`src/rtl/i2c_fifo.sv`:
```
// -----------------------------------------------------------------------------
// i2c_fifo
//   Synchronous first-word-fall-through FIFO used twice beside the APB bridge:
//   as the TX FIFO (bridge writes, I2C core reads) and as the RX FIFO (I2C core
//   writes, bridge reads). The head word is presented on DATA_OUT with zero
//   read latency so the bridge can return it combinationally on PRDATA.
//
// Ports
//   PCLK         in   clock, all state on rising edge
//   PRESETn      in   asynchronous active-low reset
//   CLR          in   synchronous flush, wins over WR_EN/RD_EN
//   WR_EN        in   push DATA_IN this edge
//   DATA_IN      in   write data [DWIDTH-1:0]
//   RD_EN        in   pop head entry this edge
//   DATA_OUT     out  head entry, valid while EMPTY=0 [DWIDTH-1:0]
//   FULL         out  COUNT == DEPTH
//   EMPTY        out  COUNT == 0
//   ALMOST_FULL  out  COUNT >= AF_LEVEL
//   ALMOST_EMPTY out  COUNT <= AE_LEVEL
//   COUNT        out  occupancy 0..DEPTH [AW:0]
//   OVERFLOW     out  one-cycle pulse on a rejected write
//   UNDERFLOW    out  one-cycle pulse on a rejected read
//   ERROR        out  sticky OR of OVERFLOW/UNDERFLOW, cleared by CLR or reset
// -----------------------------------------------------------------------------
module i2c_fifo #(
  parameter  int DWIDTH   = 32,
  parameter  int DEPTH    = 16,
  parameter  int AF_LEVEL = DEPTH - 2,
  parameter  int AE_LEVEL = 2,
  localparam int AW       = $clog2(DEPTH)
) (
  input  logic              PCLK,
  input  logic              PRESETn,
  input  logic              CLR,
  input  logic              WR_EN,
  input  logic [DWIDTH-1:0] DATA_IN,
  input  logic              RD_EN,
  output logic [DWIDTH-1:0] DATA_OUT,
  output logic              FULL,
  output logic              EMPTY,
  output logic              ALMOST_FULL,
  output logic              ALMOST_EMPTY,
  output logic [AW:0]       COUNT,
  output logic              OVERFLOW,
  output logic              UNDERFLOW,
  output logic              ERROR
);

  localparam logic [AW:0] DEPTH_CNT = (AW + 1)'(DEPTH);
  localparam logic [AW:0] AF_CNT    = (AW + 1)'(AF_LEVEL);
  localparam logic [AW:0] AE_CNT    = (AW + 1)'(AE_LEVEL);

  logic [DWIDTH-1:0] mem_q [DEPTH];

  logic [AW-1:0]     wr_ptr_q, wr_ptr_d;
  logic [AW-1:0]     rd_ptr_q, rd_ptr_d;
  logic [AW:0]       count_q, count_d;
  logic [DWIDTH-1:0] dout_q, dout_d;
  logic              full_q, full_d;
  logic              empty_q, empty_d;
  logic              afull_q, afull_d;
  logic              aempty_q, aempty_d;
  logic              ovf_q, ovf_d;
  logic              unf_q, unf_d;
  logic              err_q, err_d;

  logic              wr_acc;
  logic              rd_acc;

  // Full implies non-empty, so a simultaneous read always frees the slot the
  // write needs; the FIFO never rejects a write paired with a valid read.
  assign wr_acc = !CLR && WR_EN && (!full_q || (RD_EN && !empty_q));
  assign rd_acc = !CLR && RD_EN && !empty_q;

  // NOTE: every signal assigned in always_comb gets a default first; a path
  // that leaves one unassigned would infer a latch.
  always_comb begin
    wr_ptr_d = wr_ptr_q;
    rd_ptr_d = rd_ptr_q;
    count_d  = count_q;
    dout_d   = dout_q;
    ovf_d    = 1'b0;
    unf_d    = 1'b0;
    err_d    = err_q;

    if (CLR) begin
      wr_ptr_d = '0;
      rd_ptr_d = '0;
      count_d  = '0;
      err_d    = 1'b0;
    end else begin
      if (wr_acc) wr_ptr_d = wr_ptr_q + 1'b1;
      if (rd_acc) rd_ptr_d = rd_ptr_q + 1'b1;

      unique case ({wr_acc, rd_acc})
        2'b10:   count_d = count_q + 1'b1;
        2'b01:   count_d = count_q - 1'b1;
        default: count_d = count_q;
      endcase

      ovf_d = WR_EN && !wr_acc;
      unf_d = RD_EN && empty_q;
      err_d = err_q || ovf_d || unf_d;

      // Register the next head word. When the new read pointer lands on the
      // slot being written this edge, the storage does not hold it yet, so the
      // incoming word is forwarded. With nothing left, the last value is held.
      if (count_d != '0) begin
        if (wr_acc && (rd_ptr_d == wr_ptr_q)) dout_d = DATA_IN;
        else                                  dout_d = mem_q[rd_ptr_d];
      end
    end

    // Flags are derived from the next occupancy so they move with COUNT.
    full_d   = (count_d == DEPTH_CNT);
    empty_d  = (count_d == '0);
    afull_d  = (count_d >= AF_CNT);
    aempty_d = (count_d <= AE_CNT);
  end

  // NOTE: sequential state uses non-blocking assignments only, so every flop
  // samples the pre-edge values regardless of statement order.
  always_ff @(posedge PCLK or negedge PRESETn) begin
    if (!PRESETn) begin
      wr_ptr_q <= '0;
      rd_ptr_q <= '0;
      count_q  <= '0;
      dout_q   <= '0;
      full_q   <= 1'b0;
      empty_q  <= 1'b1;
      afull_q  <= 1'b0;
      aempty_q <= 1'b1;
      ovf_q    <= 1'b0;
      unf_q    <= 1'b0;
      err_q    <= 1'b0;
    end else begin
      wr_ptr_q <= wr_ptr_d;
      rd_ptr_q <= rd_ptr_d;
      count_q  <= count_d;
      dout_q   <= dout_d;
      full_q   <= full_d;
      empty_q  <= empty_d;
      afull_q  <= afull_d;
      aempty_q <= aempty_d;
      ovf_q    <= ovf_d;
      unf_q    <= unf_d;
      err_q    <= err_d;
    end
  end

  // NOTE: storage is deliberately left out of reset; the pointers and COUNT
  // define which entries are valid, so clearing the array buys nothing.
  always_ff @(posedge PCLK) begin
    if (wr_acc) mem_q[wr_ptr_q] <= DATA_IN;
  end

  assign DATA_OUT     = dout_q;
  assign FULL         = full_q;
  assign EMPTY        = empty_q;
  assign ALMOST_FULL  = afull_q;
  assign ALMOST_EMPTY = aempty_q;
  assign COUNT        = count_q;
  assign OVERFLOW     = ovf_q;
  assign UNDERFLOW    = unf_q;
  assign ERROR        = err_q;

endmodule

```
`config.mk`:
```
export PLATFORM = sky130hd
export DESIGN_NAME = i2c_fifo
export DESIGN_NICKNAME = d
export VERILOG_FILES = /design/src/rtl/i2c_fifo.sv
export SDC_FILE = /design/constraint.sdc
export NUM_CORES = 1
export LEC_CHECK = 0
export ABC_CLOCK_PERIOD_IN_PS = 5650
export CAP_MARGIN = 20
export CELL_PAD_IN_SITES_DETAIL_PLACEMENT = 1
export CELL_PAD_IN_SITES_GLOBAL_PLACEMENT = 2
export CORE_MARGIN = 2
export CORE_UTILIZATION = 46
export DETAILED_ROUTE_END_ITERATION = 8
export HOLD_SLACK_MARGIN = 0.08
export PLACE_DENSITY_LB_ADDON = 0.3
export SLEW_MARGIN = 20
export SYNTH_ARGS = -nofsm -noshare
export SYNTH_HDL_FRONTEND = slang
export SYNTH_SLANG_ARGS = --single-unit
```
`constraint.sdc`:
```
create_clock -name PCLK -period 5.65 [get_ports PCLK]
set_clock_uncertainty 0.15 [all_clocks]
set_input_delay 1.13 -clock PCLK [delete_from_list [all_inputs] [get_ports PCLK]]
set_output_delay 1.13 -clock PCLK [all_outputs]
set_load 0.1 [all_outputs]
```
---- Word level (Yosys, flattened, before mapping) ----
Memory sizes are Yosys's and may differ from the RTL's. A register that Yosys moved wholly into a read port is not among the register bits.
Cells that the tools add are included.
cells by class
  add/subtract/negate cells ............... 4
  reduce and logical (&&, ||, !) cells .... 19
  magnitude comparators ................... 2
  eq/ne operators ......................... 3
  bitwise operators ....................... 1
  mux-type cells .......................... 13
operators with widths
  cell                                                                                  count
  4-bit two-way mux                                                                     5
  5-bit two-way mux                                                                     2
  5-bit case mux with 2 select lines                                                    1
  4-bit by 1-bit adder with 4-bit output (second input constant)                        2
  1-bit logical AND                                                                     7
  5-bit by 1-bit adder with 5-bit output (second input constant)                        1
  5-bit == test (second input constant)                                                 1
  5-bit by 4-bit greater-or-equal comparator with 1-bit output (second input constant)  1
  5-bit by 2-bit less-or-equal comparator with 1-bit output (second input constant)     1
  1-bit logical NOT                                                                     5
  5-bit logical NOT                                                                     1
  1-bit two-way mux                                                                     5
  5-bit nonzero test                                                                    1
  5-bit by 1-bit subtractor with 5-bit output (second input constant)                   1
  1-bit logical OR                                                                      3
  2-bit by 1-bit == test with 1-bit output (second input constant)                      1
  2-bit == test (second input constant)                                                 1
  2-bit AND reduction                                                                   1
  2-bit nonzero test                                                                    1
  1-bit NOT                                                                             1
storage, ports and cells
  output and inout bits ................... 44
  register bits ........................... 20
  word-level logic and storage cells ...... 53
  memories ................................ 1
  input port bits ......................... 37
  bits in writable memories ............... 512
memory list
  name   depth  width  rd ports  clocked after memory_dff  wr ports  RTL line  text
  mem_q  16     32     1         1                         1         53        logic [DWIDTH-1:0] mem_q [DEPTH];

---- Longest topological paths before layout ----
Gate-level depths: netlist of run 1.
  word-level depth ........................ 9
  mapped depth ............................ 18
  mapped depth without buffers ............ 12

---- Worst setup path after synthesis of run 1 ----
No wires, ideal clock.
  path type ............................... in2reg
  start ................................... input RD_EN
  end ..................................... memory mem_q[12][0], enable pin
  required time ........................... 5.039 ns
  stages .................................. 4
  setup slack ............................. 0.904 ns
  library setup time ...................... 0.461 ns
  data arrival time ....................... 4.135 ns
  path buffers ............................ 0
  cell sequence ........................... or2b_1 > a21boi_0 > inv_1 > nor3_1
on the way
  cells in the longest elaborated chain, start to end .. 5
RTL lines
  item                                     RTL line  text
  start, declared                          37        input logic RD_EN,
  1-bit logical AND                        72        assign wr_acc = !CLR && WR_EN && (!full_q || (RD_EN && !empty_q));
  1-bit logical OR                         72
  1-bit logical AND                        72
  1-bit two-way mux                        154       if (wr_acc) mem_q[wr_ptr_q] <= DATA_IN;
  1-bit two-way mux (not written as such)  154
  end, declared                            53
No other way between the ends.

---- Final worst setup path of run 1 ----
  start ................................... input RD_EN
  end ..................................... register dout_q[17], in the netlist DATA_OUT[17] (read register of mem_q)
on the way
  cells in the longest elaborated chain, start to end .. 8
  elaborated cells between the ends (all ways) .. 13
  classes of those cells .................. eq/ne: 2; mux: 4; reduce/logical: 7
RTL lines
  item                                                                       RTL line  text
  1-bit logical AND                                                          72
  1-bit logical OR                                                           72
  1-bit logical AND                                                          72
  2-bit by 1-bit == test with 1-bit output or 2-bit == test (tied branches)  95        unique case ({wr_acc, rd_acc})
  5-bit case mux with 2 select lines                                         95
  5-bit two-way mux                                                          86        if (CLR) begin
  5-bit nonzero test                                                         108       if (count_d != '0) begin
  2-bit AND reduction (no source line)                                       n/a
  end, declared                                                              58        logic [DWIDTH-1:0] dout_q, dout_d;
Several ways; a longest one is shown, not always the timed one. The select of a mux whose other input is x is not followed.
A chain may end at the register's enable or synchronous reset.

==> run summary, run 1 <==
Status - completed
Area added between synthesis and finish - 12.35%
Drt drc - 0
RSZ-0062 raised after global routing - no
Largest net degree at the start of global routing - 111
DP HPWL - 45,840 um
Setup ws final - 541.9 ps
GR peak layer - met2
Vias in the first global route - 18,330
Worst-Skew Late Latency - 630 ps
Hold Buf Count CTS - 0
Fmax - 195.8 MHz
EDFF count, synth - 512
First-pass GRT wire length - 118,100 um
Die width - 246.7 um
Clock sink count - 564
Final Critical Period - 5108 ps
Reg2Reg Launch Point - EMPTY
Hold Path Sink - ERROR
I/O pin total - 81
Final WL - 78,820 um
ANT cells - 0
FF+latch count, synth - 564
Remaining antenna violation count - 0
Pwr per Cell Area - 355.5 nW/um^2
Post-Syn Nets - 1,828
Syn Std Cell Area - 27,100 um^2
Fin. Hold Viols - 0
Crit end category - flip-flop
Synth async-reset ratio - 9.220%
Die area - 60,880 um^2
Synth cell types - 80
Total CTS buffers - 60
Hold Crit Class - flip-flop to flip-flop
Clk slew on worst S/H paths - 60 ps
Worst-Margin Slew - 1049 ps
Max_cap viols - 0
Final Slew Violations - 0
Synth warnings - 0
P_leak - 9.331 nW
DR vias - 17,430
Count of final setup violators - 0
Clock buffer depth - 3
Nets - 1,870
GP Congestion - 0.7703
Area contributors post-synth - edfxtp_1 57%, mux4_2 11%, mux2i_1 5.0%, dfrtp_1 4.6%, nor3_1 1.8%
Pwr Total - 10.83 mW
GR Overflow Total - 0
DIE HEIGHT - 246.7 um
Filler cells - 5,434
DR vias/cell - 6.604
Reg2Reg Depth - 12
Post-cts gate resize count - 0
Synth area leader - edfxtp_1
First drt pass iteration count - 6
Worst-case register-to-register setup slack - 1250 ps
TritonCTS clock tree - yes
Yosys top cell area share - 56.73%
Worst setup SP type - primary input
Synth Instances - 1,783
Layout cells sized above 1 - 18.46%
GR Util met3 - 4.623%
Root cell of the clock tree - clkbuf_16
Final instance area - 30,450 um^2
Peak supply drop - 322.3 uV
Wire length per cell - 29.87 um
Row cnt - 88
R2R Path End - DATA_OUT[17]
Final setup TNS - 0 ps
DRT iter0 DRCs - 1,387
M1 GR Usage - 35.33%
CTS H-Tree Depth - 2
Synth cell count leaders - 512 x edfxtp_1, 138 x mux4_2, 135 x mux2i_1, 100 x nor3_1, 78 x nand2_1
Port bufs - 80
DP Worst Slack - 0.7465 ps
GRT met2 Usage - 44.02%
Post-CTS Setup Repair Bufs - 0
Fin crit share - 90.41%
Initial Util - 46.71%
CP Max Fanout - 33
Syn avg cell area - 15.20 um^2
Initial antenna violation count - 1
Overall Global Routing Usage - 26.31%
Top_reg_cell synth - edfxtp_1
Worst hold path depth - 2
Post-DP Area - 28,590 um^2
Count leader, synth - edfxtp_1
Register area share after synthesis - 61.54%
Data required, critical path - 5940 ps
Crit path kind - primary input to flip-flop
Total core area - 58,030 um^2
Slew Limit Headroom - 29.91%
Min-delay src - ERROR
CP arrival - 5400 ps
-- where the power goes --
part / internal [mW] / switching [mW] / total, mW
combinational: 0.620 / 1.54 / 2.17
sequential: 4.71 / 0.183 / 4.89
clock: 2.13 / 1.64 / 3.77
total: 7.46 / 3.36 / 10.8
-- area by class of cell --
cell class              count  area, um^2  share of cell area (%)
clock buffers              81        1622                   5.325
clock inverters            30       221.5                  0.7273
inverters                  12       57.56                  0.1890
multi-input cells        1046        9577                   31.45
flip-flops and latches    564       16690                   54.80
well taps                 765       957.2                   3.143
repair buffers            141        1329                   4.364
-- worst max-delay path by stage --
stage                     depth (start not counted)  start  slack [ps]           end
after floorplan                                   4  RD_EN         900  mem_q[12][0]
after global placement                           13  RD_EN         120   DATA_OUT[4]
after detailed placement                         13  RD_EN         0.7  DATA_OUT[20]
after CTS                                        13  RD_EN         620  DATA_OUT[17]
after global routing                             13  RD_EN         190  DATA_OUT[23]
final                                            13  RD_EN         540  DATA_OUT[17]
-- sequential cells by signal, indices dropped and copies added, names as in the netlist, 4 cells and up --
| register | cells |
|---|---|
| wr_ptr_q | 4 |
| mem_q | 512 |
| COUNT | 5 |
| rd_ptr_q | 4 |
| DATA_OUT | 32 |
-- through the flow --
step / hold slack (ps) / util (%) / instances
after floorplan: 457.1 / - / 1783
after global placement: 377.0 / 49.23 / 2527
after detailed placement: 372.6 / 49.28 / 2528
after CTS: 387.3 / 52.46 / 2639
after global routing: 414.9 / 52.48 / 2639
final: 381.7 / 52.48 / 2639
-- layout by cell type, fill, tap and decap left out, types with 5 or more instances in the layout --
cell type | Yosys | final
edfxtp_1 | 512 | 512
nor2b_1 | 5 | 5
a22oi_1 | 43 | 43
clkdlybuf4s50_1 | 0 | 79
inv_1 | 10 | 10
mux2i_1 | 135 | 135
o21ai_0 | 60 | 60
clkbuf_16 | 0 | 61
and3_2 | 0 | 8
clkbuf_1 | 59 | 18
o221ai_1 | 18 | 18
or3_1 | 15 | 15
mux4_2 | 138 | 138
ha_1 | 8 | 7
o22ai_1 | 47 | 47
mux2_2 | 24 | 24
nand2_1 | 78 | 78
a211o_1 | 9 | 9
buf_4 | 28 | 55
nor3_1 | 100 | 96
nand3_1 | 24 | 24
a211oi_1 | 24 | 24
a32o_1 | 8 | 8
clkinv_2 | 0 | 9
clkinv_1 | 1 | 15
and2_1 | 20 | 20
o211ai_1 | 15 | 15
buf_12 | 0 | 6
nor2_1 | 34 | 32
a2111oi_0 | 5 | 5
xor2_1 | 6 | 6
o32ai_1 | 33 | 33
a21oi_1 | 56 | 56
dfrtp_1 | 50 | 48
a31oi_1 | 48 | 48
or4b_1 | 15 | 15
-- cells by family after synthesis --
kind of cell,Yosys count,synth area share (%)
AOI/OAI and AO/OA,394,10.00
xor gates and xnor gates,13,0.5494
adders and majority gates,8,0.3693
buffers and inverters,173,3.518
DFF,564,61.54
muxes,297,17.45
and+or+nand+nor,334,6.574
-- layer usage --
metal	wire [um]	vias up
met5	0	-
met4	2010	0
met3	5582	142
met2	39000	670
met1	32230	9203
li1	-	7413
-- critical path, cell delays in order --
cell and delay, ps:
clkdlybuf4s50_1 620, or2b_1 270, a21boi_0 280, inv_1 210, ha_1 360, xor2_1 200
ha_1 230, a211oi_1 100, a2111oi_0 580, nor3_1 170, o31ai_4 230, or2_2 810
a31oi_1 190
Note: power is estimated with default switching activity, not from simulation.
==> inputs of run 2 (changes only) <==
CAP_MARGIN = default   (was 20)
SKIP_LAST_GASP = 1   (was default)
==> run summary, run 2 (synthesized netlist as in run 1, its figures left out) <==
Hold_ws - 381.7 ps (unchanged)
Min-delay src - ERROR (unchanged)
Finished Core Util - 52.48% (unchanged)
Area added between synthesis and finish - 12.35% (unchanged)
Slew Limit Headroom - 29.91% (unchanged)
Setup ws final - 541.9 ps (unchanged)
Initial Util - 46.71% (unchanged)
Crit path kind - primary input to flip-flop (unchanged)
DP HPWL - 45,840 um (unchanged)
Die width - 246.7 um (unchanged)
Remaining antenna violation count - 0 (unchanged)
DIE HEIGHT - 246.7 um (unchanged)
Final setup TNS - 0 ps (unchanged)
Worst setup SP type - primary input (unchanged)
DRT iter0 DRCs - 1,387 (unchanged)
DP Worst Slack - 0.7465 ps (unchanged)
Crit end category - flip-flop (unchanged)
Worst hold path depth - 2 (unchanged)
ANT cells - 0 (unchanged)
Overall Global Routing Usage - 26.31% (unchanged)
Post-CTS Setup Repair Bufs - 0 (unchanged)
Wire length per cell - 29.87 um (unchanged)
Final WL - 78,820 um (unchanged)
Worst-Skew Late Latency - 630 ps (about the same)
Clk slew on worst S/H paths - 60 ps (about the same)
Post-DP Area - 28,590 um^2 (unchanged)
GP Congestion - 0.7703 (unchanged)
P_leak - 9.331 nW (unchanged)
Initial antenna violation count - 1 (unchanged)
Largest net degree at the start of global routing - 111 (unchanged)
Status - completed (unchanged)
Final non-filler cell total - 2,639 (unchanged)
Most frequent cells in the layout - 512 x edfxtp_1, 138 x mux4_2, 135 x mux2i_1 (unchanged)
Final Slew Violations - 0 (unchanged)
Worst-Margin Slew - 1049 ps (unchanged)
CP dominant cell by count - ha_1 (unchanged)
DR vias - 17,430 (unchanged)
Dpl cells - 2,528 (unchanged)
Reg2Reg Depth - 12 (unchanged)
Die area - 60,880 um^2 (unchanged)
Fmax - 195.8 MHz (unchanged)
Pwr Total - 10.83 mW (unchanged)
DR vias/cell - 6.604 (unchanged)
Largest reg by FF count - mem_q (unchanged)
Hold Buf Count CTS - 0 (unchanged)
Clock buffer depth - 3 (unchanged)
GR Overflow Total - 0 (unchanged)
Root cell of the clock tree - clkbuf_16 (unchanged)
Max_cap viols - 0 (unchanged)
Row cnt - 88 (unchanged)
Layout cells sized above 1 - 18.46% (unchanged)
Port bufs - 80 (unchanged)
First drt pass iteration count - 6 (unchanged)
Worst path max stage delay - 810 ps (about the same)
TritonCTS clock tree - yes (unchanged)
Peak supply drop - 322.3 uV (unchanged)
CP arrival - 5400 ps (about the same)
First-pass GRT wire length - 118,100 um (unchanged)
Count of final setup violators - 0 (unchanged)
Max reg flops - 512 (unchanged)
RSZ-0062 raised after global routing - no (unchanged)
Hold Crit Class - flip-flop to flip-flop (unchanged)
Reg2Reg Launch Point - EMPTY (unchanged)
Drt drc - 0 (unchanged)
Post-cts gate resize count - 0 (unchanged)
CP Max Fanout - 33 (unchanged)
Clock sink count - 564 (unchanged)
Pwr per Cell Area - 355.5 nW/um^2 (unchanged)
Slowest CP cell - or2_2 (unchanged)
CTS H-Tree Depth - 2 (unchanged)
Fin. Hold Viols - 0 (unchanged)
Crit-path cells - clkdlybuf4s50_1 > or2b_1 > a21boi_0 > inv_1 > ha_1 > xor2_1 > ha_1 > a211oi_1 > a2111oi_0 > nor3_1 > o31ai_4 > or2_2 > a31oi_1 (unchanged)
Crit path launch - RD_EN (unchanged)
Final instance area - 30,450 um^2 (unchanged)
Nets - 1,870 (unchanged)
Final Critical Period - 5108 ps (unchanged)
Vias in the first global route - 18,330 (unchanged)
Data required, critical path - 5940 ps (about the same)
Fin crit share - 90.41% (unchanged)
Total CTS buffers - 60 (unchanged)
Total core area - 58,030 um^2 (unchanged)
Commonest non-fill, non-tap cell in the layout - edfxtp_1 (unchanged)
Filler cells - 5,434 (unchanged)
I/O pin total - 81 (unchanged)
run 2: cell counts in the layout (fill, tap and decap cells not counted):
Identical to the previous run, type by type.
run 2: cell type report:
class | count | area (um^2) | area share, %
clock buffer | 81 | 1622 | 5.325
clock inverter | 30 | 221.5 | 0.7273
inverter | 12 | 57.56 | 0.1890
multi-input combinational | 1046 | 9577 | 31.45
sequential | 564 | 16690 | 54.80
tap | 765 | 957.2 | 3.143
timing repair buffer | 141 | 1329 | 4.364
run 2: worst max-delay path: cells and delay by family:
kind,cells,cell delay [ps]
simple gates,3,1250
buf+inv,2,830
compound gates,5,1380
fa+ha+maj,2,590
xor+xnor,1,200
run 2: worst paths after layout:
| check | end | slack, ps |
|---|---|---|
| worst max register to register | DATA_OUT[17] | 1250 |
| worst min-delay path | ERROR | 380 |
| worst max-delay path | DATA_OUT[17] | 540 |
| worst min register to register | ERROR | 380 |
| max in group asynchronous | rd_ptr_q[0] | 4130 |
| min in group asynchronous | COUNT[2] | 550 |
run 2: power breakdown:
part / switching, mW / internal, mW
clock network: 1.64 / 2.13
registers: 0.183 / 4.71
logic: 1.54 / 0.620
run 2: metal layers:
layer,track usage [%],part of all wire [%]
met2,44.02,49
met5,0,0
met1,35.33,41
met3,4.623,7.1
met4,7.778,2.6
==> inputs of run 3 (changes only) <==
--- a/config.mk
+++ b/config.mk
@@ -7,3 +7,3 @@
 export LEC_CHECK = 0
-export ABC_CLOCK_PERIOD_IN_PS = 5650
+export ABC_CLOCK_PERIOD_IN_PS = 6600
 export CELL_PAD_IN_SITES_DETAIL_PLACEMENT = 1
@@ -11,3 +11,4 @@
 export CORE_MARGIN = 2
-export CORE_UTILIZATION = 46
+export CORE_UTILIZATION = 50
+export CTS_CLUSTER_SIZE = 28
 export DETAILED_ROUTE_END_ITERATION = 8
==> constraint.sdc (replaced) <==
create_clock -name PCLK -period 6.6 [get_ports PCLK]
set_clock_uncertainty 0.15 [all_clocks]
set_input_delay 1.32 -clock PCLK [delete_from_list [all_inputs] [get_ports PCLK]]
set_output_delay 1.32 -clock PCLK [all_outputs]
set_load 0.01 [all_outputs]
==> run summary, run 3 (synthesized netlist as in run 1, its figures left out) <==
Status - completed (unchanged)
DIE HEIGHT - 236.8 um (was 246.7 um)
Final Slew Violations - 0 (unchanged)
First drt pass iteration count - 6 (unchanged)
Layout cells sized above 1 - 18.82% (was 18.46%)
Crit path kind - primary input to flip-flop (unchanged)
Initial antenna violation count - 3 (was 1)
Die area - 56,080 um^2 (was 60,880 um^2)
CP arrival - 5930 ps (was 5400 ps)
Clock buffer depth - 3 (unchanged)
I/O pin total - 81 (unchanged)
Die width - 236.8 um (was 246.7 um)
Comb power frac - 13.1% (was 20.0%)
Worst-Margin Slew - 1111 ps (was 1049 ps)
DR vias/cell - 6.887 (was 6.604)
Seq pwr share - 47.7% (was 45.2%)
Data required, critical path - 6980 ps (was 5940 ps)
Final Critical Period - 5547 ps
Row cnt - 85 (was 88)
Initial Util - 50.46% (was 46.71%)
Commonest non-fill, non-tap cell in the layout - edfxtp_1 (unchanged)
Internal power - 6.594 mW (was 7.463 mW)
CTS H-Tree Depth - 2 (unchanged)
Pwr per Cell Area - 287.7 nW/um^2 (was 355.5 nW/um^2)
Largest net degree at the start of global routing - 136 (was 111)
Total core area - 53,710 um^2 (was 58,030 um^2)
Nets - 1,865 (was 1,870)
Post-CTS Setup Repair Bufs - 0 (unchanged)
Wire length per cell - 31.32 um (was 29.87 um)
Post-DP Area - 28,410 um^2 (was 28,590 um^2)
CP Max Fanout - 33 (unchanged)
P_leak - 9.365 nW (was 9.331 nW)
Crit end category - flip-flop (unchanged)
GR Overflow Total - 0 (unchanged)
GP Congestion - 0.7938 (was 0.7703)
Peak supply drop - 230.7 uV (was 322.3 uV)
Setup ws final - 1053 ps (was 541.9 ps)
Port bufs - 80 (unchanged)
Max reg flops - 512 (unchanged)
Final non-filler cell total - 2,569 (was 2,639)
DRT iter0 DRCs - 1,761 (was 1,387)
P_sw - 2.160 mW (was 3.363 mW)
Worst setup SP type - primary input (unchanged)
Clk slew on worst S/H paths - 60 ps (about the same)
DP HPWL - 45,610 um (was 45,840 um)
Pwr Total - 8.754 mW (was 10.83 mW)
Fin crit share - 84.04%
Area added between synthesis and finish - 12.25% (was 12.35%)
Remaining antenna violation count - 0 (unchanged)
RSZ-0062 raised after global routing - no (unchanged)
Most frequent cells in the layout - 512 x edfxtp_1, 138 x mux4_2, 135 x mux2i_1 (unchanged)
Drt drc - 0 (unchanged)
Count of final setup violators - 0 (unchanged)
Fmax - 180.3 MHz
Hold Buf Count CTS - 0 (unchanged)
Sw frac - 24.67% (was 31.06%)
Overall Global Routing Usage - 29.02% (was 26.31%)
Clk network pwr share - 39.2% (was 34.8%)
Dpl cells - 2,455 (was 2,528)
Root cell of the clock tree - clkbuf_16 (unchanged)
Worst-Skew Late Latency - 630 ps (about the same)
Fin. Hold Viols - 0 (unchanged)
Max_cap viols - 0 (unchanged)
First-pass GRT wire length - 120,600 um (was 118,100 um)
Clock sink count - 564 (unchanged)
Post-cts gate resize count - 0 (unchanged)
Final WL - 80,470 um (was 78,820 um)
Hold Crit Class - flip-flop to flip-flop (unchanged)
TritonCTS clock tree - yes (unchanged)
DP Worst Slack - 467.8 ps (was 0.7465 ps)
Final setup TNS - 0 ps (unchanged)
Total CTS buffers - 59 (was 60)
Vias in the first global route - 18,900 (was 18,330)
Slew Limit Headroom - 25.91% (was 29.91%)
Final instance area - 30,420 um^2 (was 30,450 um^2)
DR vias - 17,690 (was 17,430)
Largest reg by FF count - mem_q (unchanged)
-- run 3: cell count changes in the layout (fill, tap and decap cells not counted) --
cell / change
buf_6: +1
buf_12: -5
bufinv_16: +3
diode_2: +3
inv_6: -2
clkinvlp_4: +1
clkbuf_8: +8
clkbuf_1: -3
clkinv_1: -7
and3_2: +3
and3_4: -3
-- run 3: through the flow --
stage               hold slack [ps]  utilization [%]
floorplan                     405.2                -
global placement              366.0            52.90
detailed placement            378.8            52.90
CTS                           392.4            56.61
global route                  443.0            56.65
finish                        385.7            56.65
-- run 3: area by class of cell --
type | instances | area [um^2]
clock buffer | 86 | 1720
clock inverter | 25 | 275.3
fill | 4885 | 23280
timing repair buffer | 137 | 1240
sequential | 564 | 16690
inverter | 12 | 57.56
tap | 696 | 870.8
multi-input combinational | 1046 | 9565
antenna | 3 | 7.507
-- run 3: critical path: stages --
cell             delay, ps
clkdlybuf4s50_1        480
or2b_1                 240
a21boi_0               250
buf_4                  230
inv_1                  130
ha_1                   340
xor2_1                 200
ha_1                   240
a211oi_1               380
nor3_1                  80
mux2_2                 290
o31a_2                 330
buf_4                  310
or2_2                  740
a31oi_1                320
-- run 3: path summary, 6_finish.rpt --
kind	start	endpoint	slack, ps	cells after the start
max in group asynchronous	PRESETn	rd_ptr_q[0]	4860	2
worst max-delay path	RD_EN	DATA_OUT[9]	1050	15
min in group asynchronous	PRESETn	DATA_OUT[27]	770	2
worst max register to register	EMPTY	DATA_OUT[9]	1790	14
worst min register to register	ERROR	ERROR	390	2
worst min-delay path	ERROR	ERROR	390	2
-- run 3: power by group through the flow --
stage	Clock [mW]	Combinational (mW)	Sequential (mW)
2_1_floorplan	0	0.620	4.22
3_3_place_gp	0	1.09	4.24
3_5_place_dp	0	1.14	4.25
4_1_cts	3.48	1.15	4.17
5_1_grt	3.60	1.22	4.18
6_report	3.43	1.14	4.18
-- run 3: layer usage --
metal | part of all wire [%] | routed length, um | GRT usage, %
met1 | 41 | 33110 | 40.04
met2 | 48 | 38710 | 47.29
met3 | 7.6 | 6087 | 4.267
met4 | 3.2 | 2555 | 10.55
met5 | 0 | 0 | 0
